## src/rtl/csa_operand_sequencer.sv

```systemverilog
// csa_operand_sequencer
// Feeds a 9-operand combinational carry save adder from a valid/ready operand
// stream and returns its result on a valid/ready result port.
// Operands are collected one per beat into a slot buffer that drives the
// adder inputs in parallel. Once a frame closes, the adder is given a fixed
// settle time before its Sum/Cout are registered and held for downstream.
//
// Ports:
//   clk, rst_n         clock (rising edge), asynchronous active-low reset
//   in_valid/in_ready  operand stream handshake
//   in_data, in_last   operand value, final operand of the frame
//   csa_ops            slot k on bits [k*WIDTH +: WIDTH], slot0 = adder input a
//   csa_sum, csa_cout  combinational result returned by the adder
//   out_valid/out_ready result handshake
//   out_sum, out_cout  registered adder result
//   out_count          number of real operands in the frame (1..NUM_OPS)

module csa_operand_sequencer #(
  parameter int WIDTH         = 16,
  parameter int NUM_OPS       = 9,
  parameter int SUM_WIDTH     = 20,
  parameter int SETTLE_CYCLES = 1
) (
  input  logic                     clk,
  input  logic                     rst_n,
  input  logic                     in_valid,
  output logic                     in_ready,
  input  logic [WIDTH-1:0]         in_data,
  input  logic                     in_last,
  output logic [NUM_OPS*WIDTH-1:0] csa_ops,
  input  logic [SUM_WIDTH-1:0]     csa_sum,
  input  logic                     csa_cout,
  output logic                     out_valid,
  input  logic                     out_ready,
  output logic [SUM_WIDTH-1:0]     out_sum,
  output logic                     out_cout,
  output logic [3:0]               out_count
);

  localparam int CNT_W = (SETTLE_CYCLES > 1) ? $clog2(SETTLE_CYCLES) : 1;

  typedef enum logic [1:0] {
    LOAD,
    SETTLE,
    HOLD
  } state_e;

  state_e                           state_q, state_d;
  logic [NUM_OPS-1:0][WIDTH-1:0]    slots_q, slots_d;
  logic [3:0]                       idx_q, idx_d;
  logic [CNT_W-1:0]                 cnt_q, cnt_d;
  logic                             out_valid_q, out_valid_d;
  logic [SUM_WIDTH-1:0]             out_sum_q, out_sum_d;
  logic                             out_cout_q, out_cout_d;
  logic [3:0]                       out_count_q, out_count_d;

  // Next-state logic. Slots only change on an accepted beat in LOAD or on
  // result acceptance in HOLD, so the adder inputs are stable through SETTLE
  // and HOLD. Clearing the slots on result acceptance makes the next short
  // frame zero-filled without any extra masking.
  always_comb begin
    state_d     = state_q;
    slots_d     = slots_q;
    idx_d       = idx_q;
    cnt_d       = cnt_q;
    out_valid_d = out_valid_q;
    out_sum_d   = out_sum_q;
    out_cout_d  = out_cout_q;
    out_count_d = out_count_q;
    in_ready    = 1'b0;

    case (state_q)
      LOAD: begin
        in_ready = 1'b1;
        if (in_valid) begin
          slots_d[idx_q] = in_data;
          idx_d          = idx_q + 4'd1;
          // The frame closes on in_last or when the last slot is written.
          if (in_last || (idx_q == 4'(NUM_OPS - 1))) begin
            out_count_d = idx_q + 4'd1;
            cnt_d       = '0;
            state_d     = SETTLE;
          end
        end
      end

      SETTLE: begin
        cnt_d = cnt_q + CNT_W'(1);
        if (cnt_q == CNT_W'(SETTLE_CYCLES - 1)) begin
          out_sum_d   = csa_sum;
          out_cout_d  = csa_cout;
          out_valid_d = 1'b1;
          state_d     = HOLD;
        end
      end

      HOLD: begin
        if (out_ready) begin
          out_valid_d = 1'b0;
          slots_d     = '0;
          idx_d       = '0;
          state_d     = LOAD;
        end
      end

      default: begin
        state_d = LOAD;
      end
    endcase
  end

  always_ff @(posedge clk or negedge rst_n) begin
    if (!rst_n) begin
      state_q     <= LOAD;
      slots_q     <= '0;
      idx_q       <= '0;
      cnt_q       <= '0;
      out_valid_q <= 1'b0;
      out_sum_q   <= '0;
      out_cout_q  <= 1'b0;
      out_count_q <= '0;
    end else begin
      state_q     <= state_d;
      slots_q     <= slots_d;
      idx_q       <= idx_d;
      cnt_q       <= cnt_d;
      out_valid_q <= out_valid_d;
      out_sum_q   <= out_sum_d;
      out_cout_q  <= out_cout_d;
      out_count_q <= out_count_d;
    end
  end

  assign csa_ops   = slots_q;
  assign out_valid = out_valid_q;
  assign out_sum   = out_sum_q;
  assign out_cout  = out_cout_q;
  assign out_count = out_count_q;

endmodule
```

## config.mk

```make
export PLATFORM = sky130hd
export DESIGN_NAME = csa_operand_sequencer
export DESIGN_NICKNAME = d
export VERILOG_FILES = /design/src/rtl/csa_operand_sequencer.sv
export SDC_FILE = /design/constraint.sdc
export NUM_CORES = 1
export LEC_CHECK = 0
export ABC_AREA = 1
export CAP_MARGIN = 0
export CORE_MARGIN = 2
export CORE_UTILIZATION = 49
export CTS_CLUSTER_SIZE = 28
export DETAILED_ROUTE_END_ITERATION = 8
export PLACE_DENSITY = 0.9
export SKIP_CTS_REPAIR_TIMING = 1
export SYNTH_ARGS = -nofsm -noshare
export SYNTH_HDL_FRONTEND = slang
export SYNTH_SLANG_ARGS = --single-unit
```

## constraint.sdc

```tcl
create_clock -name clk -period 2.65 [get_ports clk]
set_input_delay 0.6625 -clock clk [delete_from_list [all_inputs] [get_ports clk]]
set_output_delay 0.6625 -clock clk [all_outputs]
set_load 0.05 [all_outputs]
```

**Word-level counts from Yosys, hierarchy flattened**

Index checks and enable logic that the tools add are counted.

- Bits in registers: 177
- Input bits: 42
- Output and inout port bits: 171
- Word-level logic and storage cells: 61

- Add/sub/neg operators: 2
- Order comparisons: 2
- Equality and inequality tests: 7
- Mux-type cells: 21
- Bitwise logic cells: 1
- Reductions and logical operators: 12

Operators with widths:

| cell | count |
|---|---|
| $mux W144 | 2 |
| $pmux W144 S2 | 1 |
| $bwmux W144 | 1 |
| $demux W16 S4 | 1 |
| $mux W16 | 1 |
| $reduce_and A3 Y1 | 4 |
| $mux W2 | 4 |
| $mux W4 | 2 |
| $ne A2 B2 Y1 const B | 4 |
| $pmux W4 S2 | 1 |
| $pmux W2 S3 | 1 |
| $reduce_bool A2 Y1 | 3 |
| $lt A4 B5 Y1 const B | 1 |
| $mux W1 | 5 |
| $add A4 B1 Y4 const B | 1 |
| $eq A4 B4 Y1 const B | 1 |
| $ge A4 B1 Y1 const B | 1 |
| $pmux W1 S2 | 2 |
| $reduce_and A4 Y1 | 1 |
| $eq A2 B1 Y1 const B | 1 |
| $eq A2 B2 Y1 const B | 1 |
| $logic_not A2 Y1 | 1 |
| $reduce_and A2 Y1 | 1 |
| $add A1 B1 Y1 const B | 1 |
| other kinds (3) | 3 |

**Depth between registers and ports, before layout**

Gate-level depths: netlist of run 1.

- Word-level depth: 7
- Gate-level depth with buffers: 8
- Depth with buffers taken out: 7

**Worst setup path before layout of run 1**

OpenSTA, ideal clock, no wires.

- Path kind: register to register
- Start point: reg state_q[1]
- End point: reg slots_q, in the netlist csa_ops[101]
- Setup time: 0.119 ns
- Arrival: 1.549 ns
- Required time: 2.531 ns
- Slack: 0.982 ns
- Stages on the path, launching flop included: 9
- Buffers on the path: 2
- Period minus slack after synthesis: 1.668 ns
- Cells stage by stage: dfrtp_1 > nor2_4 > nand2_8 > nand2_8 > buf_12 > nand2_8 > buf_12 > nand2_2 > nand2_1

- Longest elaborated chain between the ends: 3
- Elaborated cells on any way between the ends: 7
- Those cells by class: eq/ne: 3; mux: 1; reduce/logical: 3

RTL lines:

| item | RTL line | source |
|---|---|---|
| start: declaration | 48 | `state_e state_q, state_d;` |
| start signal: assignment | 123 | `state_q <= state_d;` |
| $eq A2 B2 Y1 or $logic_not A2 Y1 (tied branches) | 72 | `case (state_q)` |
| $ne A2 B2 Y1 (no line) or $reduce_bool A2 Y1 (tied branches) | - |  |
| $reduce_and A3 Y1 (no line) | - |  |
| end signal: assignment | 124 | `slots_q <= slots_d;` |
| end: declaration | 49 | `logic [NUM_OPS-1:0][WIDTH-1:0] slots_q, slots_d;` |

Several ways; a longest one is shown, not always the timed one.
A chain may end at the register's enable or synchronous reset.

**Final worst setup path of run 1**

- Start point: reg slots_q, in the netlist csa_ops[101]
- End point: out csa_ops[101]

RTL lines:

| item | RTL line | source |
|---|---|---|
| end: declaration | 30 | `output logic [NUM_OPS*WIDTH-1:0] csa_ops,` |

No word-level cell between the ends.

==> impl_metrics.sql, run 1 <==
INSERT INTO impl_metrics (metric_group, metric, value, unit) VALUES
('worst_setup_path', 'critical_path.slowest_cell', 'sky130_fd_sc_hd__clkdlybuf4s50_1', ''),
('cts', 'clk_latency', '0.43', 'ns'),
('global_route', 'grt.met3_usage', '7.09', '%'),
('outcome', 'status', 'finished clean', ''),
('synthesis', 'complex_gate_fraction_of_the_synthesized_area', '0.411', '%'),
('synthesis', 'synth.distinct_cells', '20', ''),
('worst_setup_path', 'regToRegEndpoint', 'csa_ops[97]', ''),
('sta', 'finClkSkew', '0.00825', 'ns'),
('layout', 'num_antenna_cells', '0', ''),
('cts', 'htreeDepth', '4', ''),
('worst_setup_path', 'worstSetupPathType', 'flip-flop to primary output', ''),
('synthesis', 'yosys.area_share.adder', '0.685', '%'),
('worst_setup_path', 'timing.critical_path.arrival', '1.67', 'ns'),
('global_route', 'maximum_number_of_pins_on_one_net_before_global_route_repair', '63', ''),
('global_route', 'globalRoute.totalOverflow', '0', ''),
('sta', 'setup_violating_endpoint_count_in_the_final_report', '0', ''),
('sta', 'rsz0062_at_grt', 'no', ''),
('synthesis', 'synth_simple_gate_area_share', '33.5', '%'),
('synthesis', 'synthesis.area', '7300', 'µm²'),
('floorplan', 'fp.dieW', '126', 'µm'),
('global_route', 'gr-max-usage-layer', 'met2', ''),
('cts', 'clk_pin_slew', '0.06', 'ns'),
('sta', 'final-max-slew-violation-count', '0', ''),
('layout', 'final_nets', '1089', ''),
('worst_setup_path', 'r2r.worst_path.cells', '7', ''),
('cts', 'cts_tree', 'done', ''),
('worst_setup_path', 'crit_buf_inv', '1', ''),
('worst_setup_path', 'critical_path.startpoint', 'csa_ops[101]', ''),
('sta', 'fmaxAchievable', '429', 'MHz'),
('worst_setup_path', 'r2r_slack', '0.86', 'ns'),
('synthesis', 'yosysSeqAreaShare', '60.6', '%'),
('worst_setup_path', 'critPathCapture', 'csa_ops[101]', ''),
('floorplan', 'die_height', '126', 'µm'),
('sta', 'timing.final.crit_share', '87.9', '%'),
('cts', 'cts-root-buf', 'sky130_fd_sc_hd__clkbuf_16', ''),
('worst_setup_path', 'cpLargestDelayFamily', 'buffers and inverters', ''),
('route', 'wirelength', '20800', 'µm'),
('layout', 'syn2layout_area_growth', '38.9', '%'),
('synthesis', 'synthesis.nets', '872', ''),
('worst_setup_path', 'critPathMaxFanout', '2', ''),
('route', 'vias_after_detailed_routing', '6341', ''),
('worst_setup_path', 'critical_path_required', '1.99', 'ns'),
('placed_design', 'io_buffer_count', '212', ''),
('route', 'drtPass1Iterations', '5', ''),
('sta', 'fin_setup_tns', '0', 'ns'),
('synthesis', 'syn-mean-instance-area', '8.84', 'µm²'),
('worst_setup_path', 'worstSetupStartpointType', 'flip-flop', ''),
('route', 'remaining_drc_errors', '0', ''),
('hold_path', 'worst_hold_path_type', 'input port to async pin', ''),
('floorplan', 'dieArea', '15900', 'µm²'),
('floorplan', 'floorplan.rows', '44', ''),
('synthesis', 'syn-instance-count', '826', ''),
('floorplan', 'pin_count', '213', ''),
('worst_setup_path', 'worstPathCellList', 'clkdlybuf4s50_1', ''),
('placed_design', 'routabilityCongestion', '0.886', ''),
('route', 'initialDrtViolationCount', '509', ''),
('sta', 'pin_slew_with_the_least_headroom_to_its_limit', '0.741', 'ns'),
('worst_setup_path', 'timing.critical_path.slowest_cell_delay', '0.83', 'ns'),
('cts', 'cts.sinks', '177', ''),
('synthesis', 'ys.warnings.count', '0', ''),
('synthesis', 'yosys_register_bits', '177', ''),
('worst_setup_path', 'critical_path_cell_count', '1', ''),
('cts', 'cts-buffers-inserted', '17', ''),
('global_route', 'grt_use_total', '26.7', '%'),
('floorplan', 'floorplan.core_area', '14500', 'µm²'),
('cts', 'clock_tree.buffer_depth', '2', ''),
('synthesis', 'synth_mux_area_share', '0', '%'),
('sta', 'worst_slew_margin_rel', '50.5', '%'),
('floorplan', 'start_util', '50.3', '%'),
('global_route', 'grt_antenna_before_repair', '0', ''),
('job', 'maxCapViolations', '0', '');
synth_stat cells, drive strengths merged:
cell type  instances  share of area [%]
dfrtp            177                 61
clkbuf             7               0.36
nand2            525                 29
nand4              1              0.086
nor2              21                1.7
ha                 4               0.69
buf               20                2.5
o21ai              5               0.34
a21oi              1              0.068
inv               34                1.7
xor2               1               0.12
nand3             30                2.2
per-stage QoR:
stage,utilization (%),area (µm²),std cells,setup WS [ns],hold slack [ns]
floorplan,-,7300,826,0.982,0.367
global placement,65.9,9580,1208,0.355,0.453
detailed placement,65.9,9580,1208,0.313,0.457
CTS,69.8,10100,1240,0.0294,0.231
global route,69.8,10100,1240,0.281,0.260
finish,69.8,10100,1240,0.321,0.223
state kept, by name (all words and copies together), names as in the netlist:
name and flops:
cnt_q 1, csa_ops 144, idx_q 4, out_count 4, out_cout 1, out_sum 20, out_valid 1, state_q 2
layout make-up:
type,count,area (µm²)
fillers,1069,4390
clock buffers,22,484
flip-flops and latches,177,4430
multi-input cells,588,2540
inverters,34,128
well taps,184,230
repair buffers,225,2260
clock inverters,10,76.3
cells by family (layout without fill, tap and decap cells):
group / count (synthesis) / count (layout)
and+or+nand+nor: 577 / 577
DFF: 177 / 177
buffers and inverters: 61 / 291
AOI/OAI and AO/OA: 6 / 6
adders and majority gates: 4 / 4
xor gates and xnor gates: 1 / 1
cells in the final DEF, fill, tap and decap left out, types with 5 or more instances in the layout:
master,instances
sky130_fd_sc_hd__buf_4,10
sky130_fd_sc_hd__clkbuf_16,17
sky130_fd_sc_hd__clkdlybuf4s50_1,210
sky130_fd_sc_hd__clkinvlp_4,6
sky130_fd_sc_hd__dfrtp_1,177
sky130_fd_sc_hd__inv_1,34
sky130_fd_sc_hd__nand2_1,496
sky130_fd_sc_hd__nand2_2,21
sky130_fd_sc_hd__nand2_8,8
sky130_fd_sc_hd__nand3_1,29
sky130_fd_sc_hd__nor2_2,16
sky130_fd_sc_hd__o21ai_0,5
worst min path at each step:
stage | slack, ns | from | cells after the start | endpoint
after floorplan | 0.37 | rst_n | 0 | cnt_q
after global placement | 0.45 | csa_ops[50] | 2 | csa_ops[50]
after detailed placement | 0.46 | csa_ops[0] | 2 | csa_ops[0]
after CTS | 0.23 | rst_n | 1 | csa_ops[30]
after global routing | 0.26 | rst_n | 1 | csa_ops[142]
final | 0.22 | rst_n | 1 | csa_ops[91]
metal layers:
| layer | vias to the layer above | wire length, µm |
|---|---|---|
| met3 | 34 | 1710 |
| met1 | 3042 | 8460 |
| met5 | - | 0 |
| met2 | 320 | 10200 |
| li1 | 2945 | - |
| met4 | 0 | 434 |
Power of run 1 is not shown: default switching activity piles up to over one toggle a cycle in this logic, so the estimate is an artifact.
==> run 2: changes to the inputs <==
--- a/config.mk
+++ b/config.mk
@@ -9,6 +9,7 @@
 export CAP_MARGIN = 0
 export CORE_MARGIN = 2
 export CORE_UTILIZATION = 49
+export CTS_CLUSTER_DIAMETER = 200
 export CTS_CLUSTER_SIZE = 28
 export DETAILED_ROUTE_END_ITERATION = 8
 export PLACE_DENSITY = 0.9
==> results of run 2 <==
Same layout as run 1: the final DEF is identical, and so are final timing and power.
Power of run 2 is left out for the same reason.
==> run 3: changes to the inputs <==
--- a/config.mk
+++ b/config.mk
@@ -7,7 +7,7 @@
 export LEC_CHECK = 0
 export ABC_AREA = 1
 export CAP_MARGIN = 0
-export CORE_MARGIN = 2
+export CORE_MARGIN = 8
 export CORE_UTILIZATION = 49
 export CTS_CLUSTER_DIAMETER = 200
 export CTS_CLUSTER_SIZE = 28
==> impl_metrics.sql, run 3 (synthesis results as in run 1) <==
INSERT INTO impl_metrics (metric_group, metric, value, unit) VALUES
('sta', 'finClkSkew', '0.00765', 'ns'),
('floorplan', 'floorplan.core_area', '14500', 'µm²'),
('floorplan', 'pin_count', '213', ''),
('global_route', 'globalRoute.totalOverflow', '0', ''),
('worst_setup_path', 'critPathCapture', 'csa_ops[79]', ''),
('global_route', 'grt_use_total', '23.1', '%'),
('route', 'routed_wl_met2', '10800', 'µm'),
('sta', 'fin_setup_tns', '0', 'ns'),
('cts', 'cts-root-buf', 'sky130_fd_sc_hd__clkbuf_16', ''),
('floorplan', 'start_util', '50.3', '%'),
('cts', 'clock_tree.buffer_depth', '2', ''),
('route', 'avgViaCountPerCell', '5.05', ''),
('power_and_ir_drop', 'power-per-cell-area', '1580', 'nW/µm²'),
('layout', 'syn2layout_area_growth', '39.0', '%'),
('route', 'top_layer', 'met4', ''),
('cts', 'clk_latency', '0.42', 'ns'),
('hold_path', 'worst_hold_path_type', 'input port to async pin', ''),
('cts', 'cts.sinks', '177', ''),
('layout', 'layout.cells.most_common', 'sky130_fd_sc_hd__nand2_1', ''),
('power_and_ir_drop', 'cell_internal_pwr', '7.93', 'mW'),
('route', 'wirelength', '22100', 'µm'),
('sta', 'worst_slew_margin_rel', '50.8', '%'),
('worst_setup_path', 'timing.critical_path.slowest_cell_delay', '0.87', 'ns'),
('layout', 'most-common-layout-cells', '496 x sky130_fd_sc_hd__nand2_1, 210 x sky130_fd_sc_hd__clkdlybuf4s50_1, 177 x sky130_fd_sc_hd__dfrtp_1, 34 x sky130_fd_sc_hd__inv_1, 29 x sky130_fd_sc_hd__nand3_1', ''),
('power_and_ir_drop', 'power.static_leakage', '5.33', 'nW'),
('sta', 'final_critical_path_setup_slack', '0.316', 'ns'),
('route', 'met1_wl', '8780', 'µm'),
('layout', 'max_reg_flops', '144', ''),
('route', 'vias_after_detailed_routing', '6241', ''),
('sta', 'fmaxAchievable', '428', 'MHz'),
('placed_design', 'io_buffer_count', '212', ''),
('sta', 'timing_hold_violations_final', '0', ''),
('floorplan', 'fp.dieW', '138', 'µm'),
('worst_setup_path', 'critical_path_cell_count', '1', ''),
('cts', 'cts_tree', 'done', ''),
('power_and_ir_drop', 'clockPowerShare', '15.1', '%'),
('layout', 'postLayoutCoreUtil', '69.8', '%'),
('floorplan', 'dieArea', '19100', 'µm²'),
('cts', 'htreeDepth', '4', ''),
('placed_design', 'total_instance_count_after_detailed_placement', '1209', ''),
('worst_setup_path', 'crit_buf_inv', '1', ''),
('floorplan', 'floorplan.rows', '44', ''),
('placed_design', 'detailed_placement_wirelength_estimate', '15800', 'µm'),
('layout', 'num-fill-cells', '1113', ''),
('outcome', 'status', 'finished clean', ''),
('worst_setup_path', 'r2r.worst_path.cells', '5', ''),
('layout', 'num_antenna_cells', '0', ''),
('cts', 'cts-buffers-inserted', '17', ''),
('route', 'remaining_drc_errors', '0', ''),
('placed_design', 'routabilityCongestion', '0.846', ''),
('worst_setup_path', 'cpLargestDelayFamily', 'buffers and inverters', ''),
('placed_design', 'dpl_worst_slack', '0.425', 'ns'),
('sta', 'setup_violating_endpoint_count_in_the_final_report', '0', ''),
('route', 'antenna_left', '0', ''),
('floorplan', 'die_height', '138', 'µm'),
('power_and_ir_drop', 'peakVddDrop', '1.09', 'mV'),
('power_and_ir_drop', 'power.switching_fraction', '50.6', '%'),
('sta', 'final_period_demand_of_the_worst_path', '2.33', 'ns'),
('power_and_ir_drop', 'p_switching', '8.11', 'mW'),
('global_route', 'grt_antenna_before_repair', '0', ''),
('job', 'maxCapViolations', '0', ''),
('global_route', 'maximum_number_of_pins_on_one_net_before_global_route_repair', '57', ''),
('worst_setup_path', 'critical_path.startpoint', 'csa_ops[79]', ''),
('worst_setup_path', 'critical_path_required', '1.99', 'ns'),
('sta', 'timing.final.crit_share', '88.1', '%'),
('worst_setup_path', 'timing.critical_path.arrival', '1.67', 'ns'),
('worst_setup_path', 'regToRegEndpoint', 'out_sum[9]', ''),
('worst_setup_path', 'critPathMaxFanout', '2', ''),
('route', 'avg_wl_per_cell', '17.9', 'µm'),
('worst_setup_path', 'worstPathCellList', 'clkdlybuf4s50_1', ''),
('cts', 'clk_pin_slew', '0.06', 'ns'),
('sta', 'final-max-slew-violation-count', '0', ''),
('worst_setup_path', 'setup.worst_path.end_class', 'primary output', ''),
('power_and_ir_drop', 'combinational_fraction_of_design_power', '55.9', '%'),
('route', 'met3_wirelength', '2100', 'µm'),
('sta', 'rsz0062_at_grt', 'no', ''),
('power_and_ir_drop', 'sequentialPowerShare', '29.0', '%'),
('worst_setup_path', 'worstSetupStartpointType', 'flip-flop', ''),
('worst_setup_path', 'worstSetupPathType', 'flip-flop to primary output', ''),
('route', 'initialDrtViolationCount', '449', ''),
('layout', 'final_nets', '1090', ''),
('worst_setup_path', 'timing.rr.start', 'state_q[1]', ''),
('worst_setup_path', 'r2r_slack', '0.84', 'ns'),
('layout', 'drive_above_1_share', '8.55', '%'),
('global_route', 'wire_length_of_the_first_global_routing_pass', '35100', 'µm'),
('route', 'drtPass1Iterations', '5', ''),
('global_route', 'vias_in_the_first_global_route', '6437', ''),
('worst_setup_path', 'critical_path.slowest_cell', 'sky130_fd_sc_hd__clkdlybuf4s50_1', ''),
('layout', 'layout.cells.non_filler', '1237', ''),
('sta', 'pin_slew_with_the_least_headroom_to_its_limit', '0.736', 'ns');
==> run 3: cell count changes in the layout (fill, tap and decap cells not counted), sizes merged <==
cell / delta
buf: +1
bufinv: +1
clkbuf: +2
clkinvlp: -6
inv: -1
==> run 3: per-stage QoR <==
stage	power [mW]	area, µm²	hold WS [ns]
2_1_floorplan	10.5	7300	0.367
3_3_place_gp	13.5	9580	0.452
3_5_place_dp	13.7	9580	0.457
4_1_cts	16.1	10100	0.183
5_1_grt	16.8	10200	0.188
6_report	16.0	10200	0.167
==> run 3: worst min-delay path by stage <==
stage | from | endpoint | slack [ns] | depth (start not counted)
after floorplan | rst_n | cnt_q | 0.37 | 0
after global placement | csa_ops[122] | csa_ops[122] | 0.45 | 2
after detailed placement | csa_ops[64] | csa_ops[64] | 0.46 | 2
after CTS | rst_n | csa_ops[124] | 0.18 | 1
after global routing | rst_n | csa_ops[124] | 0.19 | 1
final | rst_n | csa_ops[124] | 0.17 | 1
==> run 3: cell type report <==
class | count | area, µm² | share of cell area (%)
clock inverters | 4 | 48.8 | 0.481
multi-input cells | 588 | 2540 | 25.0
well taps | 184 | 230 | 2.27
flip-flops and latches | 177 | 4430 | 43.6
inverters | 34 | 128 | 1.26
clock buffers | 24 | 522 | 5.14
repair buffers | 226 | 2260 | 22.2
==> run 3: routing by layer <==
metal,track usage [%],up-vias
li1,-,2935
met2,38.1,298
met4,7.04,0
met3,8.66,43
met5,0,-
met1,27.4,2965
==> run 3: power by group through the flow <==
stage	logic (mW)	clock network, mW	registers, mW
after CTS	9.04	2.46	4.64
after global placement	8.85	0	4.63
after floorplan	2.11	0	8.38
final	8.97	2.43	4.65
after detailed placement	9.01	0	4.65
after global routing	9.44	2.57	4.77
(Power assumes the default switching activity.)
